<file path="src/rtl/mmio_pkg.sv">
// Shared constants for the MMIO data controller: window offsets from
// PRAM_ADDR, PRAM status bit positions and a constant clog2 helper.
package mmio_pkg;

    localparam int OFS_PRAM      = 0;
    localparam int OFS_KEY0      = 1;
    localparam int ST_PRAM_FULL  = 0;
    localparam int ST_FIFO_FULL  = 1;
    localparam int ST_FIFO_EMPTY = 2;

    function automatic int ofs_lcd(input int num_keys);
        return OFS_KEY0 + num_keys;
    endfunction

    function automatic int clog2(input int v);
        int r;
        r = 0;
        for (int i = 0; i < 31; i++)
            if ((1 << i) < v) r = i + 1;
        return r;
    endfunction

endpackage

</file>
<file path="src/rtl/mmio_post_fifo.sv">
// Posting FIFO between CPU PRAM writes and the PRAM queue.
// Push while full and pop while empty are ignored.
module mmio_post_fifo
    import mmio_pkg::*;
#(
    parameter int DATA_W     = 16,
    parameter int FIFO_DEPTH = 4
) (
    input  logic              clk,
    input  logic              reset_n,
    input  logic              push,
    input  logic [DATA_W-1:0] din,
    input  logic              pop,
    output logic              full,
    output logic              empty,
    output logic [DATA_W-1:0] head
);

    localparam int PW = clog2(FIFO_DEPTH);

    logic [DATA_W-1:0] mem [FIFO_DEPTH];
    logic [PW-1:0]     wr_ptr;
    logic [PW-1:0]     rd_ptr;
    logic [PW:0]       count;
    logic              do_push;
    logic              do_pop;

    assign full    = (count == (PW+1)'(FIFO_DEPTH));
    assign empty   = (count == '0);
    assign do_push = push && !full;
    assign do_pop  = pop && !empty;
    assign head    = mem[rd_ptr];

    // Storage needs no reset: reset empties the FIFO via the pointers.
    always_ff @(posedge clk) begin
        if (do_push) mem[wr_ptr] <= din;
    end

    always_ff @(posedge clk or negedge reset_n) begin
        if (!reset_n) begin
            wr_ptr <= '0;
            rd_ptr <= '0;
            count  <= '0;
        end else begin
            if (do_push) wr_ptr <= wr_ptr + 1'b1;
            if (do_pop)  rd_ptr <= rd_ptr + 1'b1;
            count <= count + (PW+1)'(do_push) - (PW+1)'(do_pop);
        end
    end

endmodule

</file>
<file path="src/rtl/mmio_data_controller.sv">
// CPU data-side controller: MMIO window with PRAM posting FIFO, key latches, LCD.
// Optional `define KEY_IRQ_EN adds a key mask register at LCD-1 and key_irq.
module mmio_data_controller
    import mmio_pkg::*;
#(
    parameter int                DATA_W     = 16,
    parameter int                ADDR_W     = 16,
    parameter int                NUM_KEYS   = 6,
    parameter logic [ADDR_W-1:0] PRAM_ADDR  = 16'hFFFF,
    parameter int                FIFO_DEPTH = 4
) (
    input  logic                clk,
    input  logic                reset_n,
    input  logic [ADDR_W-1:0]   cpu_addr,
    input  logic [DATA_W-1:0]   cpu_wdata,
    input  logic                cpu_wr_en,
    output logic [DATA_W-1:0]   cpu_rdata,
    output logic                cpu_stall,
    output logic [ADDR_W-1:0]   mem_addr,
    output logic [DATA_W-1:0]   mem_wdata,
    output logic                mem_wr_en,
    input  logic [DATA_W-1:0]   mem_rdata,
    output logic [DATA_W-1:0]   pram_data,
    output logic                pram_wr_en,
    input  logic                pram_full,
    input  logic [NUM_KEYS-1:0] key_pulse,
    output logic [DATA_W-1:0]   lcd_data,
`ifdef KEY_IRQ_EN
    output logic                key_irq,
`endif
    output logic                lcd_wr
);

    localparam int OFS_LCD = ofs_lcd(NUM_KEYS);
`ifdef KEY_IRQ_EN
    localparam int OFS_TOP = OFS_LCD + 1;
`else
    localparam int OFS_TOP = OFS_LCD;
`endif

    logic [ADDR_W-1:0]   ofs;
    logic                hit;
    logic                pram_sel;
    logic                lcd_sel;
    logic                key_sel;
    logic [NUM_KEYS-1:0] key_onehot;
    logic [NUM_KEYS-1:0] key_clr;
    logic [NUM_KEYS-1:0] key_latch;
    logic                fifo_full;
    logic                fifo_empty;
    logic                sel_q;
    logic [DATA_W-1:0]   mmio_q;
    logic [DATA_W-1:0]   rd_val;

    // Offset below PRAM_ADDR; addresses above PRAM_ADDR wrap to large values.
    assign ofs      = PRAM_ADDR - cpu_addr;
    assign hit      = (ofs <= ADDR_W'(OFS_TOP));
    assign pram_sel = (ofs == ADDR_W'(OFS_PRAM));
    assign lcd_sel  = (ofs == ADDR_W'(OFS_LCD));

    assign mem_addr   = cpu_addr;
    assign mem_wdata  = cpu_wdata;
    assign mem_wr_en  = cpu_wr_en && !hit;
    assign cpu_stall  = cpu_wr_en && pram_sel && fifo_full;
    assign pram_wr_en = !fifo_empty && !pram_full;
    assign cpu_rdata  = sel_q ? mmio_q : mem_rdata;

    mmio_post_fifo #(
        .DATA_W     (DATA_W),
        .FIFO_DEPTH (FIFO_DEPTH)
    ) u_fifo (
        .clk     (clk),
        .reset_n (reset_n),
        .push    (cpu_wr_en && pram_sel),
        .din     (cpu_wdata),
        .pop     (pram_wr_en),
        .full    (fifo_full),
        .empty   (fifo_empty),
        .head    (pram_data)
    );

    always_comb begin
        key_onehot = '0;
        for (int i = 0; i < NUM_KEYS; i++)
            key_onehot[i] = (ofs == ADDR_W'(OFS_KEY0 + i));
    end

    assign key_sel = |key_onehot;
    assign key_clr = key_onehot & {NUM_KEYS{cpu_wr_en && (|cpu_wdata)}};

`ifdef KEY_IRQ_EN
    logic [NUM_KEYS-1:0] key_mask;
    logic                mask_sel;

    assign mask_sel = (ofs == ADDR_W'(OFS_LCD + 1));

    always_ff @(posedge clk or negedge reset_n) begin
        if (!reset_n) begin
            key_mask <= '0;
            key_irq  <= 1'b0;
        end else begin
            if (cpu_wr_en && mask_sel) key_mask <= cpu_wdata[NUM_KEYS-1:0];
            key_irq <= |(key_latch & key_mask);
        end
    end
`endif

    always_comb begin
        rd_val = '0;
        unique case (1'b1)
            pram_sel: begin
                rd_val[ST_PRAM_FULL]  = pram_full;
                rd_val[ST_FIFO_FULL]  = fifo_full;
                rd_val[ST_FIFO_EMPTY] = fifo_empty;
            end
            key_sel: rd_val[0] = |(key_latch & key_onehot);
            lcd_sel: rd_val = lcd_data;
`ifdef KEY_IRQ_EN
            mask_sel: rd_val[NUM_KEYS-1:0] = key_mask;
`endif
            default: ;
        endcase
    end

    // A pulse wins over a clearing write in the same cycle.
    always_ff @(posedge clk or negedge reset_n) begin
        if (!reset_n) begin
            sel_q     <= 1'b0;
            mmio_q    <= '0;
            key_latch <= '0;
            lcd_data  <= '0;
            lcd_wr    <= 1'b0;
        end else begin
            sel_q     <= hit;
            mmio_q    <= rd_val;
            key_latch <= key_pulse | (key_latch & ~key_clr);
            if (cpu_wr_en && lcd_sel) lcd_data <= cpu_wdata;
            lcd_wr    <= cpu_wr_en && lcd_sel;
        end
    end

endmodule
</file>
<file path="config.mk">
export PLATFORM = sky130hd
export DESIGN_NAME = mmio_data_controller
export DESIGN_NICKNAME = d
export VERILOG_FILES = /design/src/rtl/mmio_pkg.sv /design/src/rtl/mmio_post_fifo.sv /design/src/rtl/mmio_data_controller.sv
export SDC_FILE = /design/constraint.sdc
export NUM_CORES = 1
export LEC_CHECK = 0
export CORE_UTILIZATION = 40
export DETAILED_ROUTE_END_ITERATION = 12
export PLACE_DENSITY = 0.66
export SKIP_CTS_REPAIR_TIMING = 1
export SKIP_LAST_GASP = 1
export SLEW_MARGIN = 20
export SYNTH_ARGS = -nofsm -noshare
export SYNTH_HDL_FRONTEND = slang
export SYNTH_HIERARCHICAL = 1
export SYNTH_SLANG_ARGS = --single-unit
</file>
<file path="constraint.sdc">
create_clock -name clk -period 2.7 [get_ports clk]
set_input_delay 0.54 -clock clk [delete_from_list [all_inputs] [get_ports clk]]
set_output_delay 0.54 -clock clk [all_outputs]
set_load 0.01 [all_outputs]
</file>
# After elaboration in Yosys (flattened, before gate mapping)
# Memories as Yosys holds them, arrays and structs flattened.
# Index checks and enable logic that the tools add are counted.
# totals
reg_bits	47
ram_bits	64
input_bits	58
output_inout_bits	84
elab_cells	51
n_memories	1
# memory_table
memory	words	word_bits	rd	rd_clocked_by_memory_dff	wr	line_no	rtl
u_fifo.mem	4	16	1	0	1	mmio_post_fifo.sv:21	logic [DATA_W-1:0] mem [FIFO_DEPTH];
# op_classes
n_addsub	5
order_cmp	1
eq_ne	8
n_mux	6
n_bitwise	5
n_reduce_logical	17
# ops
cell	n
equality test 16 x 3 -> 1 bit, second input constant	4
equality test 16 x 2 -> 1 bit, second input constant	2
bitwise AND 6 bit	3
equality test 16 x 1 -> 1 bit, second input constant	1
<= comparator 16 x 3 -> 1 bit, second input constant	1
logical NOT 16 bit	1
2-to-1 mux 16 bit	1
OR reduction 16 bit	1
subtractor 16 bit, first input constant	1
2-to-1 mux 13 bit	1
OR reduction 6 bit	2
logical AND 1 bit	8
inverter 6 bit	1
OR 6 bit	1
adder 2 x 1 -> 2 bit, second input constant	2
logical NOT 1 bit	4
case mux 2 bit (2 select lines)	1
adder 3 x 1 -> 3 bit	1
equality test 3 bit, second input constant	1
logical NOT 3 bit	1
case mux 1 bit (3 select lines)	1
subtractor 3 x 1 -> 3 bit	1
2-to-1 mux 1 bit	2

# Longest topological paths before layout
# Gate-level depths: netlist of run 1.
# depth
ltp_word	6
mapped_depth	11
mapped_depth_nobuf	10

# By module
# The synthesis of run 1 kept the hierarchy.
# by_module_without_submodules
mod	instances	cells_each	area_each_um2	seq_area_each_um2
mmio_post_fifo	1	126	2816.5	2097.0
mmio_data_controller	1	183	2178.3	1001.0

# Worst setup path before layout of run 1
# No wires, ideal clock.
# synth_timing
path_kind	input to register
startpoint	input port cpu_addr[15]
endpoint	register u_fifo.count[2]
setup_ns	0.126
t_arrival_ns	2.703
t_required_ns	2.574
path_slack_ns	-0.129
path_stages	10
path_buffers	0
path_cell_list	nand4_1 > nor4_1 > and2_1 > nand2b_1 > ha_1 > inv_1 > ha_1 > fa_1 > xor2_1 > xnor2_1
# synth_between
elab_chain_len	6
# synth_lines
element	line_no	rtl
start: declaration	mmio_data_controller.sv:14	input logic [ADDR_W-1:0] cpu_addr,
subtractor 16 bit	mmio_data_controller.sv:56	assign ofs = PRAM_ADDR - cpu_addr;
logical NOT 16 bit	mmio_data_controller.sv:58	assign pram_sel = (ofs == ADDR_W'(OFS_PRAM));
logical AND 1 bit	mmio_data_controller.sv:74	.push (cpu_wr_en && pram_sel),
logical AND 1 bit	mmio_post_fifo.sv:30	assign do_push = push && !full;
adder 3 x 1 -> 3 bit	mmio_post_fifo.sv:47	count <= count + (PW+1)'(do_push) - (PW+1)'(do_pop);
subtractor 3 x 1 -> 3 bit	mmio_post_fifo.sv:47	
end signal: assignment	mmio_post_fifo.sv:47	
end: declaration	mmio_post_fifo.sv:24	logic [PW:0] count;
# No other way between the ends.
# A chain may end at the register's enable or synchronous reset.

# Worst setup path in the final report of run 1
# layout_timing
startpoint	register u_fifo.rd_ptr[0]
endpoint	output port pram_data[12]
# layout_between
elab_chain_len	1
# layout_lines
element	line_no	rtl
start: declaration	mmio_post_fifo.sv:23	logic [PW-1:0] rd_ptr;
start signal: assignment	mmio_post_fifo.sv:46	if (do_pop) rd_ptr <= rd_ptr + 1'b1;
memory read (4 x 16 bit)	-	
end: declaration	mmio_data_controller.sv:23	output logic [DATA_W-1:0] pram_data,
# No other way between the ends.

==> results of run 1 <==
## worst paths after layout
kind	slack [ns]	to	cells past startpoint
worst max-delay path	0.09	pram_data[12]	4
worst min-delay path	0.16	mmio_q[6]$_DFF_PN0_	1
worst max register to register	0.27	u_fifo/count[2]$_DFF_PN0_	10
worst min register to register	0.47	key_latch[2]$_DFF_PN0_	1
max in group asynchronous	1.83	u_fifo/rd_ptr[1]$_DFFE_PN0P_	2
min in group clk	0.47	key_latch[2]$_DFF_PN0_	1
## logic make-up (layout without fill, tap and decap cells)
family	Yosys count	count (layout)	synth area share
compound gates	15	15	0.0220
xor+xnor	4	4	0.00702
fa+ha+maj	7	7	0.0190
buf+inv	50	209	0.0716
flops	111	111	0.620
mux	49	49	0.158
simple gates	73	73	0.102
## metrics by stage
step / TNS (ns) / power (uW)
CTS: -0.868 / 4520
global route: 0 / 4780
finish: 0 / 4580
global placement: -1.20 / 3130
floorplan: 0 / 2610
detailed placement: -1.39 / 3150
## routing by layer
metal  global-route usage  wire length [um]
met4               0.0588               141
met1                0.214              4490
met3               0.0388               536
met5                    0                 0
met2                0.308              5700
## layout make-up
type,instances,area (sq um)
Clock inverter,7,87.6
Inverter,7,26.3
Sequential cell,111,3100
Fill cell,973,5020
Multi-Input combinational cell,148,1580
Tap cell,168,210
Timing Repair Buffer,186,1870
Clock buffer,9,225
## state kept, by name, summed over array words and instances (netlist names)
signal,cells
key_latch,6
lcd_data,16
lcd_wr,1
mmio_q,16
sel_q,1
u_fifo/count,3
u_fifo/mem,64
u_fifo/rd_ptr,2
u_fifo/wr_ptr,2
## power groups by stage
| stage | clock network (uW) | logic [uW] | registers (uW) |
|---|---|---|---|
| final | 1370 | 1300 | 1910 |
| after global routing | 1460 | 1400 | 1920 |
| after CTS | 1410 | 1210 | 1910 |
| after detailed placement | 0 | 1200 | 1940 |
| after global placement | 0 | 1190 | 1940 |
| after floorplan | 0 | 704 | 1910 |
## cell usage in the layout (no fill, tap or decap), drive strengths merged, types with 3 or more instances in the layout
cell type      instances
nor4                   8
mux4                  16
edfxtp                64
nand2b                 5
and3b                  8
nor2                   4
clkdlybuf4s50        124
nand4                 10
inv                   10
nand2                  8
a21o                   6
clkbuf                 9
dfrtp                 47
ha                     6
and2                  16
xnor2                  3
mux2                  33
nand3                  4
dlymetal6s2s          16
buf                   46
o211ai                 4
==> flow_summary.json, run 1 <==
{
  "dpl_worst_slack_ns": -0.461,
  "yosysMostFrequentCell": "edfxtp_1",
  "dieArea_sq_um": 12900,
  "synthTopCellsByCount": "edfxtp_1, dfrtp_1, buf_4, mux2_2, and2_1",
  "dpl.hpwl_mm": 7.81,
  "cp_max_fo": 14,
  "final_util": 0.586,
  "syn_inst": 309,
  "ant_nets": 0,
  "synthArstFlopShare": 0.423,
  "finalHoldViolations": 0,
  "grt.total_usage": 0.175,
  "fin_crit_ns": 2.61,
  "final_cells": 636,
  "wl_mm": 10.9,
  "cp-start-kind": "register",
  "internal_power_uw": 3380,
  "die_x_um": 114,
  "synth_top_area_frac": 0.385,
  "synth_area_leaders": "edfxtp_1, dfrtp_1, mux2_2",
  "synth.ff_latch_count": 111,
  "drc": 0,
  "setup_ws_ns": 0.0853,
  "switchingPower_uw": 1200,
  "grt_pass1_wl_mm": 16.8,
  "maxCapViolations": 0,
  "grt_max_degree": 26,
  "p_leak_uw": 0.00293,
  "grt_pass1_vias": 3173,
  "overflow": 0,
  "yosysUniqueCellTypes": 43,
  "via_per_inst": 4.86,
  "dp.cells": 611,
  "max_freq_mhz": 382,
  "synth_top_area_cell": "edfxtp_1",
  "vias": 3093,
  "pwr-share-seq": 0.417,
  "power.share.clock": 0.298,
  "avgSynthCellArea_sq_um": 16.2,
  "comb_power_share": 0.285,
  "cpLargestDelayFamily": "buffers and inverters",
  "tightest_slew_ns": 0.634,
  "clk_latency_ns": 0.35,
  "core-area_sq_um": 12100,
  "rsz0062_at_grt": "no",
  "synth_flop_cell": "edfxtp_1",
  "critical_path_required_ns": 2.16,
  "fin_crit_sh": 0.968,
  "numCtsBuffers": 9,
  "drt_iter0_drc": 150,
  "yosysSeqAreaShare": 0.620,
  "die_h_um": 114,
  "dpl-instance-area_sq_um": 6630,
  "h-tree-depth": 3,
  "cp_cell_sequence": "buf_12 > buf_4 > mux4_2 > clkdlybuf4s50_1",
  "max_stage_delay_ns": 0.50,
  "firstDrtPassIters": 4,
  "max-clock-path-buffers": 2,
  "slew_headroom": 0.577,
  "switching_share": 0.262,
  "num_antenna_cells": 0,
  "holdWs_ns": 0.163,
  "start_util": 0.412,
  "setup_viol": 0,
  "nNetsFinal": 528,
  "status": "finished clean",
  "drive_above_1_share": 0.254,
  "ios": 142,
  "gp_congestion": 0.811,
  "fp-row-count": 40,
  "ys_warn_count": 6,
  "synth-edff-count": 64,
  "startpoint": "u_fifo/rd_ptr[0]$_DFFE_PN0P_",
  "clk_pin_slew_ns": 0.08,
  "end_kind": "primary output",
  "ir_drop_mv": 0.338,
  "design_area_sq_um": 7100,
  "report.final.slew_viol_count": 0,
  "r2r-start": "u_fifo/count[1]$_DFF_PN0_",
  "syn2layout_area_growth_pct": 42.1,
  "antenna_found_initial": 0,
  "min_path_type": "in -> async",
  "wl_per_cell_um": 17.1,
  "powerDensity_nw_per_um2": 646,
  "port_buffers": 141,
  "cp_slowest_cell": "clkdlybuf4s50_1",
  "cts-root-buf": "clkbuf_16",
  "crit_arrival_ns": 2.07,
  "synth_nets": 374,
  "path_buf_inv": 3,
  "cts_tree": "built",
  "path_class": "reg -> out",
  "netlist_area_sq_um": 4990,
  "skew_ns": 0.00511,
  "cts_sinks": 111
}
No activity file was read; power rests on OpenSTA's default activity.
==> inputs of run 2 (changes only) <==
--- a/config.mk
+++ b/config.mk
@@ -6,6 +6,7 @@
 export NUM_CORES = 1
 export LEC_CHECK = 0
 export CORE_UTILIZATION = 40
+export CTS_CLUSTER_DIAMETER = 200
 export DETAILED_ROUTE_END_ITERATION = 12
 export PLACE_DENSITY = 0.66
 export SKIP_CTS_REPAIR_TIMING = 1
==> results of run 2 <==
No change in the layout: final DEF, timing and power equal those of run 1.
